--- src/rtl/nibble_serial_alu_ctrl_pkg.sv ---
// Shared types and constants for the nibble-serial add/subtract sequencer.
package nibble_serial_alu_ctrl_pkg;

  localparam int unsigned SLICE_W = 4;

  typedef enum logic [1:0] {
    ST_IDLE = 2'd0,
    ST_RUN  = 2'd1,
    ST_DONE = 2'd2
  } state_t;

endpackage

--- src/rtl/nibble_serial_alu_ctrl_add4_cla_slice.sv ---
// 4-bit carry-lookahead adder slice; purely combinational.
module add4_cla_slice
  import nibble_serial_alu_ctrl_pkg::*;
(
  input  logic [SLICE_W-1:0] a,
  input  logic [SLICE_W-1:0] b,
  input  logic               cin,
  output logic [SLICE_W-1:0] sum,
  output logic               cout
);

  logic [3:0] g;
  logic [3:0] p;
  logic [4:0] c;

  always_comb begin
    g    = a & b;
    p    = a ^ b;
    c[0] = cin;
    c[1] = g[0] | (p[0] & cin);
    c[2] = g[1] | (p[1] & g[0]) | (p[1] & p[0] & cin);
    c[3] = g[2] | (p[2] & g[1]) | (p[2] & p[1] & g[0]) | (p[2] & p[1] & p[0] & cin);
    c[4] = g[3] | (p[3] & g[2]) | (p[3] & p[2] & g[1]) | (p[3] & p[2] & p[1] & g[0])
         | (p[3] & p[2] & p[1] & p[0] & cin);
    sum  = p ^ c[3:0];
    cout = c[4];
  end

endmodule

--- src/rtl/nibble_serial_alu_ctrl.sv ---
// WIDTH-bit add/subtract sequenced through one 4-bit CLA slice, LSB nibble first.
module nibble_serial_alu_ctrl
  import nibble_serial_alu_ctrl_pkg::*;
#(
  parameter int unsigned WIDTH = 16
) (
  input  logic             clk,
  input  logic             rst_n,
  input  logic             in_valid,
  output logic             in_ready,
  input  logic [WIDTH-1:0] a,
  input  logic [WIDTH-1:0] b,
  input  logic             sub,
  output logic             out_valid,
  input  logic             out_ready,
  output logic [WIDTH-1:0] y,
  output logic             carry,
  output logic             overflow,
  output logic             zero
);

  localparam int unsigned NIBBLES = WIDTH / SLICE_W;
  localparam int unsigned CW      = (NIBBLES > 1) ? $clog2(NIBBLES) : 1;
  localparam logic [CW-1:0] LAST  = CW'(NIBBLES - 1);

  if (((WIDTH % SLICE_W) != 0) || (WIDTH < SLICE_W)) begin : g_bad_width
    $error("nibble_serial_alu_ctrl: WIDTH must be a multiple of 4 and at least 4");
  end

  state_t           state;
  logic [CW-1:0]    count;
  logic             cy_r;
  logic [WIDTH-1:0] a_r;
  logic [WIDTH-1:0] b_r;
  logic [WIDTH-1:0] y_next;
  logic [SLICE_W-1:0] slice_sum;
  logic             slice_cout;

  add4_cla_slice u_slice (
    .a    (a_r[SLICE_W*count +: SLICE_W]),
    .b    (b_r[SLICE_W*count +: SLICE_W]),
    .cin  (cy_r),
    .sum  (slice_sum),
    .cout (slice_cout)
  );

  // y with the current nibble merged in, so the final-edge flags see the full result
  always_comb begin
    y_next = y;
    y_next[SLICE_W*count +: SLICE_W] = slice_sum;
  end

  always_ff @(posedge clk) begin
    if (!rst_n) begin
      state     <= ST_IDLE;
      in_ready  <= 1'b1;
      out_valid <= 1'b0;
      y         <= '0;
      carry     <= 1'b0;
      overflow  <= 1'b0;
      zero      <= 1'b0;
      count     <= '0;
      cy_r      <= 1'b0;
      a_r       <= '0;
      b_r       <= '0;
    end else begin
      case (state)
        ST_IDLE: begin
          if (in_valid && in_ready) begin
            a_r      <= a;
            b_r      <= b ^ {WIDTH{sub}};
            cy_r     <= sub;
            count    <= '0;
            y        <= '0;
            in_ready <= 1'b0;
            state    <= ST_RUN;
          end
        end
        ST_RUN: begin
          y    <= y_next;
          cy_r <= slice_cout;
          if (count == LAST) begin
            state     <= ST_DONE;
            out_valid <= 1'b1;
            carry     <= slice_cout;
            overflow  <= (a_r[WIDTH-1] == b_r[WIDTH-1]) && (y_next[WIDTH-1] != a_r[WIDTH-1]);
            zero      <= (y_next == '0);
          end else begin
            count <= count + 1'b1;
          end
        end
        ST_DONE: begin
          if (out_ready) begin
            out_valid <= 1'b0;
            in_ready  <= 1'b1;
            state     <= ST_IDLE;
          end
        end
        default: begin
          state    <= ST_IDLE;
          in_ready <= 1'b1;
        end
      endcase
    end
  end

endmodule

--- config.mk ---
export PLATFORM = sky130hd
export DESIGN_NAME = nibble_serial_alu_ctrl
export DESIGN_NICKNAME = d
export VERILOG_FILES = /design/src/rtl/nibble_serial_alu_ctrl_pkg.sv /design/src/rtl/nibble_serial_alu_ctrl_add4_cla_slice.sv /design/src/rtl/nibble_serial_alu_ctrl.sv
export SDC_FILE = /design/constraint.sdc
export NUM_CORES = 1
export LEC_CHECK = 0
export ABC_CLOCK_PERIOD_IN_PS = 4900
export CAP_MARGIN = 0
export CORE_MARGIN = 4
export CORE_UTILIZATION = 45
export DETAILED_ROUTE_END_ITERATION = 8
export PLACE_DENSITY = 0.71
export SKIP_CTS_REPAIR_TIMING = 1
export SLEW_MARGIN = 20
export SYNTH_ARGS = -nofsm -noshare
export SYNTH_HDL_FRONTEND = slang
export SYNTH_SLANG_ARGS = --single-unit
--- constraint.sdc ---
create_clock -name clk -period 4.9 [get_ports clk]
set_input_delay 0.98 -clock clk [delete_from_list [all_inputs] [get_ports clk]]
set_output_delay 0.98 -clock clk [all_outputs]
set_load 0.01 [all_outputs]
After elaboration in Yosys (flattened, before gate mapping)

Index checks and enable logic that the tools add are counted.

Bits in registers: 58
Bits in latches: 0
Memory bits (writable): 0
Bits in read-only memories: 0
Output and inout port bits: 21
Memories: 0

Add/sub/neg operators: 2
Multiply operators: 0
Div/mod/pow operators: 0
$lt $le $gt $ge: 0
Equal/unequal tests: 9
Shift-type cells: 4
Mux-type cells: 18
Bitwise logic cells: 31
Reduce and logical (&&, ||, !) cells: 13

Operators by type and width:

| kind                                                   | number |
|---|---|
| negation 4 -> 34 bit                                   | 1 |
| variable shift 4 x 34 -> 16 bit (first input constant) | 1 |
| indexed part select 4 x 34 -> 16 bit                   | 1 |
| case mux 16 bit (2 select lines)                       | 1 |
| indexed part select 16 x 5 -> 4 bit                    | 2 |
| bitwise AND 1 bit                                      | 16 |
| bitwise mux 16 bit                                     | 1 |
| zero test 16 bit                                       | 1 |
| two-way mux 16 bit                                     | 1 |
| XOR 16 bit                                             | 1 |
| AND reduction 3 bit                                    | 4 |
| two-way mux 2 bit                                      | 5 |
| OR 1 bit                                               | 10 |
| != test 2 bit (second input constant)                  | 4 |
| XOR 4 bit                                              | 2 |
| case mux 2 bit (3 select lines)                        | 1 |
| AND reduction 2 bit                                    | 3 |
| two-way mux 1 bit                                      | 5 |
| bitwise AND 4 bit                                      | 1 |
| equality test 2 bit (second input constant)            | 2 |
| case mux 1 bit (2 select lines)                        | 2 |
| case mux 2 bit (2 select lines)                        | 1 |
| nonzero test 2 bit                                     | 2 |
| case mux 1 bit (3 select lines)                        | 1 |
| 7 further kinds                                        | 8 |

Depth between registers and ports, before layout

Gate-level depths: netlist of the first run.

Depth after elaboration: 11
Mapped depth: 9
Depth with buffers taken out: 7

Hierarchy

A second synthesis of the first run with hierarchy kept.

Cell total of the unflattened synthesis: 314
Area total of the unflattened synthesis: 2976.6 um^2

Modules (own cells, without submodules):

| module                 | instances | cells an instance | area an instance (um^2) | sequential area each (um^2) |
|---|---|---|---|---|
| nibble_serial_alu_ctrl | 1         | 297               | 2829.0                  | 1161.1 |
| add4_cla_slice         | 1         | 17                | 147.6                   | 0.0 |

Least setup slack after synthesis of the first run

OpenSTA, ideal clock, no wires.

Kind: reg2reg
From: reg count[0]
To: reg zero
Arrival time: 2622 ps
Required time: 4831 ps
Path slack: 2210 ps
Stages on the path, launching flop included: 10
Path buffers: 2
Period minus slack after synthesis: 2690 ps
Path through: dfxtp_1 > buf_2 > buf_2 > mux4_2 > fa_1 > nor4bb_1 > mux2_2 > nor2_1 > nand4_1 > o21ai_1

Cells in the longest elaborated chain, start to end: 10
Elaborated cells between the ends (all ways): 27
Classes of those cells: 1 x add/sub; 1 x eq/ne; 4 x shift; 1 x mux; 18 x bitwise; 2 x reduce/logical

Ends and longest elaborated chain:

| what                                                               | RTL line                                                                                 | source |
|---|---|---|
| from (decl)                                                        | nibble_serial_alu_ctrl.sv:31                                                             | `logic [CW-1:0] count;` |
| from (signal assigned)                                             | nibble_serial_alu_ctrl.sv:89                                                             | `count <= count + 1'b1;` |
| indexed part select 16 x 5 -> 4 bit, on equally long branches      | nibble_serial_alu_ctrl.sv:40, nibble_serial_alu_ctrl.sv:41                               |  |
| XOR 4 bit / bitwise AND 4 bit (equally long branches)              | nibble_serial_alu_ctrl_add4_cla_slice.sv:18, nibble_serial_alu_ctrl_add4_cla_slice.sv:17 |  |
| bitwise AND 1 bit                                                  | nibble_serial_alu_ctrl_add4_cla_slice.sv:22                                              | `c[3] = g[2] \| (p[2] & g[1]) \| (p[2] & p[1] & g[0]) \| (p[2] & p[1] & p[0] & cin);` |
| OR 1 bit / bitwise AND 1 bit (equally long branches) (2 in series) | nibble_serial_alu_ctrl_add4_cla_slice.sv:22                                              |  |
| OR 1 bit                                                           | nibble_serial_alu_ctrl_add4_cla_slice.sv:22                                              |  |
| XOR 4 bit                                                          | nibble_serial_alu_ctrl_add4_cla_slice.sv:25                                              | `sum = p ^ c[3:0];` |
| indexed part select 4 x 34 -> 16 bit                               | nibble_serial_alu_ctrl.sv:50                                                             | `y_next[SLICE_W*count +: SLICE_W] = slice_sum;` |
| bitwise mux 16 bit                                                 | nibble_serial_alu_ctrl.sv:50                                                             |  |
| zero test 16 bit                                                   | nibble_serial_alu_ctrl.sv:87                                                             | `zero <= (y_next == '0);` |
| to (signal assigned)                                               | nibble_serial_alu_ctrl.sv:87                                                             |  |
| to (decl)                                                          | nibble_serial_alu_ctrl.sv:19                                                             | `output logic zero` |

Parallel ways exist; a longest one is shown, timed or not.
A chain may end at the register's enable or synchronous reset.

Worst setup path in the final report of the first run

Same ends and word-level chain as after synthesis.

==> results.json, run 1 <==
{
  "num_vias": 2543,
  "grt_pass1_wl_um": 11700,
  "avgSynthCellArea_um2": 9.24,
  "drtIter0Drc": 146,
  "critPathKind": "flop to flop",
  "fin_skew_ns": 0.00822,
  "die_area_um2": 8160,
  "ys_seq_area_frac": 0.381,
  "status": "finished, final reports clean",
  "synth_area_leaders": "dfxtp_1 (38%), nand2_1 (7.4%), mux4_2 (5.9%)",
  "grt_max_degree": 60,
  "clock_sinks": 58,
  "end_kind": "flop",
  "synth_top_family_by_area": "compound AO/OA/AOI/OAI gates",
  "yosysMostFrequentCell": "nand2_1",
  "tns_ns": 0,
  "hold_class": "flop to flop",
  "drt_wl_total_um": 7010,
  "pre_cts_slack_ns": 1.77,
  "port_buffers": 57,
  "grt.overflow.total": 0,
  "synth-simple-area-share": 0.201,
  "maxCapViolCount": 0,
  "arrival_ns": 3.41,
  "die_h_um": 90.3,
  "syn_inst": 330,
  "fin_crit_sh": 0.642,
  "synth_xor_area_frac": 0.0517,
  "drtPass1Iterations": 4,
  "fillers": 579,
  "slew_viol_final": 0,
  "async_flop_share": 0,
  "netlist_area_um2": 3050,
  "powerDensity_nw_per_um2": 313,
  "drc_errors": 0,
  "power_leakage_nw": 1.52,
  "drive_gt1_frac": 0.0805,
  "synth_top_area_cell": "dfxtp_1",
  "vdd_drop_max_v": 0.000135,
  "worstHoldPathCells": 2,
  "total_power_mw": 1.20,
  "utilization": 0.593,
  "viasPerCell": 5.50,
  "core_area_um2": 6460,
  "postRouteAntennaNets": 0,
  "synth-compound-area-share": 0.202,
  "clockBufferDepth": 2,
  "setup_slack_ns": 1.76,
  "path_max_fanout": 20,
  "grt_pass1_vias": 2469,
  "synth_common_cells": "nand2_1 (60), dfxtp_1 (58), a21boi_0 (20), nor2b_1 (20), xnor2_1 (17)",
  "syn_nets": 379,
  "yosys_warnings": 0,
  "synth_fa_ha_area_frac": 0.0517,
  "ys_dominant_reg_cell": "dfxtp_1",
  "critPathRequiredTime_ns": 5.16,
  "tightest_slew_ns": 0.978,
  "cts_buffers": 9,
  "final.min_clock_period_ns": 3.14,
  "cts_max_level": 3,
  "cp-start-kind": "flop",
  "ios": 58,
  "fin_cells": 462,
  "post-dp-hpwl_um": 4850,
  "synth_edf_count": 0,
  "clk-insertion-delay-late_ns": 0.33,
  "dp_cells": 447,
  "reg2reg_depth": 7,
  "timing.fmax_ghz": 0.318,
  "antenna_found_initial": 0,
  "area_growth_pct": 25.6,
  "finalSetupViolCount": 0,
  "fp.dieW_um": 90.3,
  "nNetsFinal": 430,
  "cts_tree": "built",
  "synth_cell_types": 46,
  "rsz0062_at_grt": "no",
  "clk_pin_slew_worst_paths_ns": 0.07,
  "gp_congestion": 0.837,
  "clockRootBuffer": "clkbuf_8",
  "max_slew_margin": 0.347,
  "start_util": 0.472,
  "grtUsageTotal": 0.177,
  "finalHoldViolations": 0,
  "yosysTopAreaCellShare": 0.381,
  "synthMuxAreaShare": 0.0697,
  "ys_ff_latch": 58,
  "antennaDiodeCount": 0,
  "rows": 29,
  "wl_per_cell_um": 15.2
}
-- per-layer routing --
metal  wire length, um  part of all wire  GRT usage  vias to the layer above
li1                  -                 -          -                     1268
met1              3260              0.46      0.221                     1201
met2              3280              0.47      0.293                       62
met3               349             0.050     0.0400                       12
met4               121             0.017     0.0727                        0
met5                 0                 0          0                        -
-- per-stage QoR --
stage | instance area (um2) | hold WS [ns]
global placement | 3630 | 0.451
CTS | 3830 | 0.470
detailed placement | 3630 | 0.460
finish | 3830 | 0.466
floorplan | 3050 | 0.440
global route | 3830 | 0.489
-- critical path, cell delays in order (launching register included) --
cell	delay, ns
dfxtp_1	0.96
mux4_2	0.67
fa_1	0.58
nor4bb_1	0.19
mux2_2	0.32
nor2_1	0.10
nand4_1	0.10
o21ai_1	0.14
-- area by class of cell --
class	instances	area [um2]	share of cell area
flip-flops and latches	58	1160	0.303
clock inverters	2	35.0	0.00914
repair buffers	60	593	0.155
well taps	77	96.3	0.0251
multi-input cells	247	1760	0.459
clock buffers	13	169	0.0441
inverters	5	18.8	0.00490
-- registers in the layout, indices dropped and copies added, names as in the netlist, 2 cells and up --
name and count:
y 16, state 2, count 2, a_r 16
b_r 16
-- final timing paths --
check                        startpoint                   to  slack [ns]
hold / removal      a_r[3]$_SDFFE_PN0P_  a_r[3]$_SDFFE_PN0P_        0.47
hold reg to reg     a_r[3]$_SDFFE_PN0P_  a_r[3]$_SDFFE_PN0P_        0.47
setup reg to reg  count[0]$_SDFFE_PN0P_    zero$_SDFFE_PN0P_        1.76
setup / recovery  count[0]$_SDFFE_PN0P_    zero$_SDFFE_PN0P_        1.76
-- power by group --
group | total [mW] | switching, mW | internal [mW]
Combinational | 0.221 | 0.112 | 0.109
Sequential | 0.523 | 0.0239 | 0.499
Clock | 0.454 | 0.181 | 0.273
-- kinds of logic after synthesis --
group,Yosys count
xor+xnor,18
flops,58
compound gates,84
buf+inv,25
mux,11
simple gates,122
fa+ha+maj,12
-- cells in the final DEF (no fill, tap or decap), types with 11 or more instances in the layout --
cell type / count
xnor2_1: 17
nor2b_1: 20
o21ai_0: 12
a22oi_1: 14
ha_1: 11
a21boi_0: 20
clkbuf_8: 12
nand2_1: 60
dfxtp_1: 58
clkdlybuf4s50_1: 57
nor2_1: 13
o211a_1: 16
Note: power is estimated with default switching activity, not from simulation.
==> inputs of run 2 (changes only) <==
--- a/config.mk
+++ b/config.mk
@@ -5,12 +5,12 @@
 export SDC_FILE = /design/constraint.sdc
 export NUM_CORES = 1
 export LEC_CHECK = 0
-export ABC_CLOCK_PERIOD_IN_PS = 4900
+export ABC_CLOCK_PERIOD_IN_PS = 2600
 export CAP_MARGIN = 0
 export CORE_MARGIN = 4
 export CORE_UTILIZATION = 45
 export DETAILED_ROUTE_END_ITERATION = 8
-export PLACE_DENSITY = 0.71
+export PLACE_DENSITY = 0.73
 export SKIP_CTS_REPAIR_TIMING = 1
 export SLEW_MARGIN = 20
 export SYNTH_ARGS = -nofsm -noshare
==> constraint.sdc (replaced) <==
create_clock -name clk -period 2.6 [get_ports clk]
set_input_delay 0.52 -clock clk [delete_from_list [all_inputs] [get_ports clk]]
set_output_delay 0.52 -clock clk [all_outputs]
set_load 0.01 [all_outputs]
==> results.json, run 2 (synthesis gave the netlist of run 1 again) <==
{
  "status": "finished, final reports clean",
  "reg2reg_depth": 8,
  "power_leakage_nw": 1.59,
  "r2r_slack_ns": 0.08,
  "top_regs": "a_r: 16 flops, b_r: 16 flops, y: 16 flops",
  "crit_start": "count[0]$_SDFFE_PN0P_",
  "crit_buf_inv": 1,
  "clk-insertion-delay-late_ns": 0.35,
  "cts_buffers": 9,
  "arrival_ns": 2.81,
  "drtPass1Iterations": 4,
  "start_util": 0.472,
  "area_growth_pct": 31.7,
  "maxCapViolCount": 0,
  "final.min_clock_period_ns": 2.52,
  "post-dp-hpwl_um": 5030,
  "holdWs_ns": 0.466,
  "r2r-start": "count[0]$_SDFFE_PN0P_",
  "cp.depth": 8,
  "clockBufferDepth": 2,
  "drive_gt1_frac": 0.124,
  "core_area_um2": 6460,
  "critPathCapture": "zero$_SDFFE_PN0P_",
  "max_slew_margin": 0.522,
  "die_h_um": 90.3,
  "postRouteAntennaNets": 0,
  "switching_share": 0.258,
  "critPathRequiredTime_ns": 2.89,
  "final_common_cell": "nand2_1",
  "path_cells": "buf_8 > mux4_2 > fa_2 > nand2_1 > o22ai_1 > nor4_1 > nand4_1 > o21ai_1",
  "clock_sinks": 58,
  "path_max_fanout": 7,
  "slowest_delay_ns": 0.59,
  "viasPerCell": 5.44,
  "cts_tree": "built",
  "fp.dieW_um": 90.3,
  "grt_pass1_vias": 2539,
  "vdd_drop_max_v": 0.000341,
  "wl_per_cell_um": 15.2,
  "clk_pin_slew_worst_paths_ns": 0.07,
  "timing.fmax_ghz": 0.397,
  "slowest_stage": "mux4_2",
  "grtUsageTotal": 0.180,
  "drt_wl_total_um": 7160,
  "total_power_mw": 2.48,
  "critical_path.top_delay_family": "simple AND/OR/NAND/NOR gates",
  "die_area_um2": 8160,
  "rows": 29,
  "ios": 58,
  "tightest_slew_ns": 0.716,
  "num_vias": 2563,
  "power.internal_mw": 1.84,
  "gp_congestion": 0.906,
  "grt_max_degree": 47,
  "fin_skew_ns": 0.00848,
  "antenna_found_initial": 0,
  "nNetsFinal": 439,
  "drtIter0Drc": 108,
  "r2r-end": "zero$_SDFFE_PN0P_",
  "power.switching_uw": 641,
  "finalSetupViolCount": 0,
  "hold_class": "flop to flop",
  "port_buffers": 57,
  "layout_common_cells": "nand2_1 (60), dfxtp_1 (57), clkdlybuf4s50_1 (57)",
  "powerDensity_nw_per_um2": 618,
  "drc_errors": 0,
  "antennaDiodeCount": 0,
  "end_kind": "flop",
  "fin_crit_sh": 0.969,
  "grt_pass1_wl_um": 11900,
  "slew_viol_final": 0,
  "power.share.sequential": 0.393,
  "cp-start-kind": "flop",
  "cts_max_level": 3,
  "p_comb_frac": 0.196,
  "grt.overflow.total": 0,
  "clockRootBuffer": "clkbuf_8",
  "p_clk_frac": 0.412,
  "finalHoldViolations": 0,
  "critPathKind": "flop to flop"
}
run 2: changes by cell type in the layout (fill, tap and decap cells not counted), sizes merged:
cell      delta
bufinv       +2
clkinvlp     +1
clkbuf       -3
buf          +9
run 2: power by group through the flow:
| stage | clock network (mW) | logic [mW] | registers (mW) |
|---|---|---|---|
| after floorplan | 0 | 0.304 | 0.985 |
| after global placement | 0 | 0.433 | 0.992 |
| after detailed placement | 0 | 0.441 | 0.994 |
| after CTS | 1.03 | 0.444 | 0.975 |
| after global routing | 1.07 | 0.536 | 0.982 |
| final | 1.02 | 0.486 | 0.976 |
run 2: layer usage:
metal / wire (um) / track usage / part of all wire
met5: 0 / 0 / 0
met4: 151 / 0.0727 / 0.021
met3: 348 / 0.0442 / 0.049
met2: 3390 / 0.300 / 0.47
met1: 3270 / 0.223 / 0.46
run 2: worst min-delay path: stages, from the launching register on:
cell	delay (ns)
dfxtp_1	0.31
nand2_1	0.04
a21boi_0	0.06
run 2: stage by stage:
step	area, um2	instances	worst slack (ns)	utilization	TNS [ns]
2_1_floorplan	3060	330	0.0329	-	0
3_3_place_gp	3690	454	0.131	0.572	0
3_5_place_dp	3690	454	0.0536	0.572	0
4_1_cts	3930	469	0.0298	0.609	0
5_1_grt	4020	471	-0.0606	0.622	-0.0606
6_report	4020	471	0.0793	0.622	0
run 2: worst min path at each step:
stage                              start  cells past startpoint              endpoint  slack (ns)
global route         a_r[6]$_SDFFE_PN0P_                      2   a_r[6]$_SDFFE_PN0P_        0.50
detailed placement   a_r[8]$_SDFFE_PN0P_                      2   a_r[8]$_SDFFE_PN0P_        0.46
floorplan           a_r[10]$_SDFFE_PN0P_                      2  a_r[10]$_SDFFE_PN0P_        0.44
finish              a_r[14]$_SDFFE_PN0P_                      2  a_r[14]$_SDFFE_PN0P_        0.47
CTS                 a_r[14]$_SDFFE_PN0P_                      2  a_r[14]$_SDFFE_PN0P_        0.47
global placement     a_r[3]$_SDFFE_PN0P_                      2   a_r[3]$_SDFFE_PN0P_        0.45
run 2: final cells by class:
cell class / instances / area (um2)
Fill cell: 566 / 2440
Inverter: 5 / 18.8
Sequential cell: 58 / 1160
Multi-Input combinational cell: 247 / 1820
Timing Repair Buffer: 69 / 684
Clock buffer: 10 / 138
Clock inverter: 5 / 103
Tap cell: 77 / 96.3
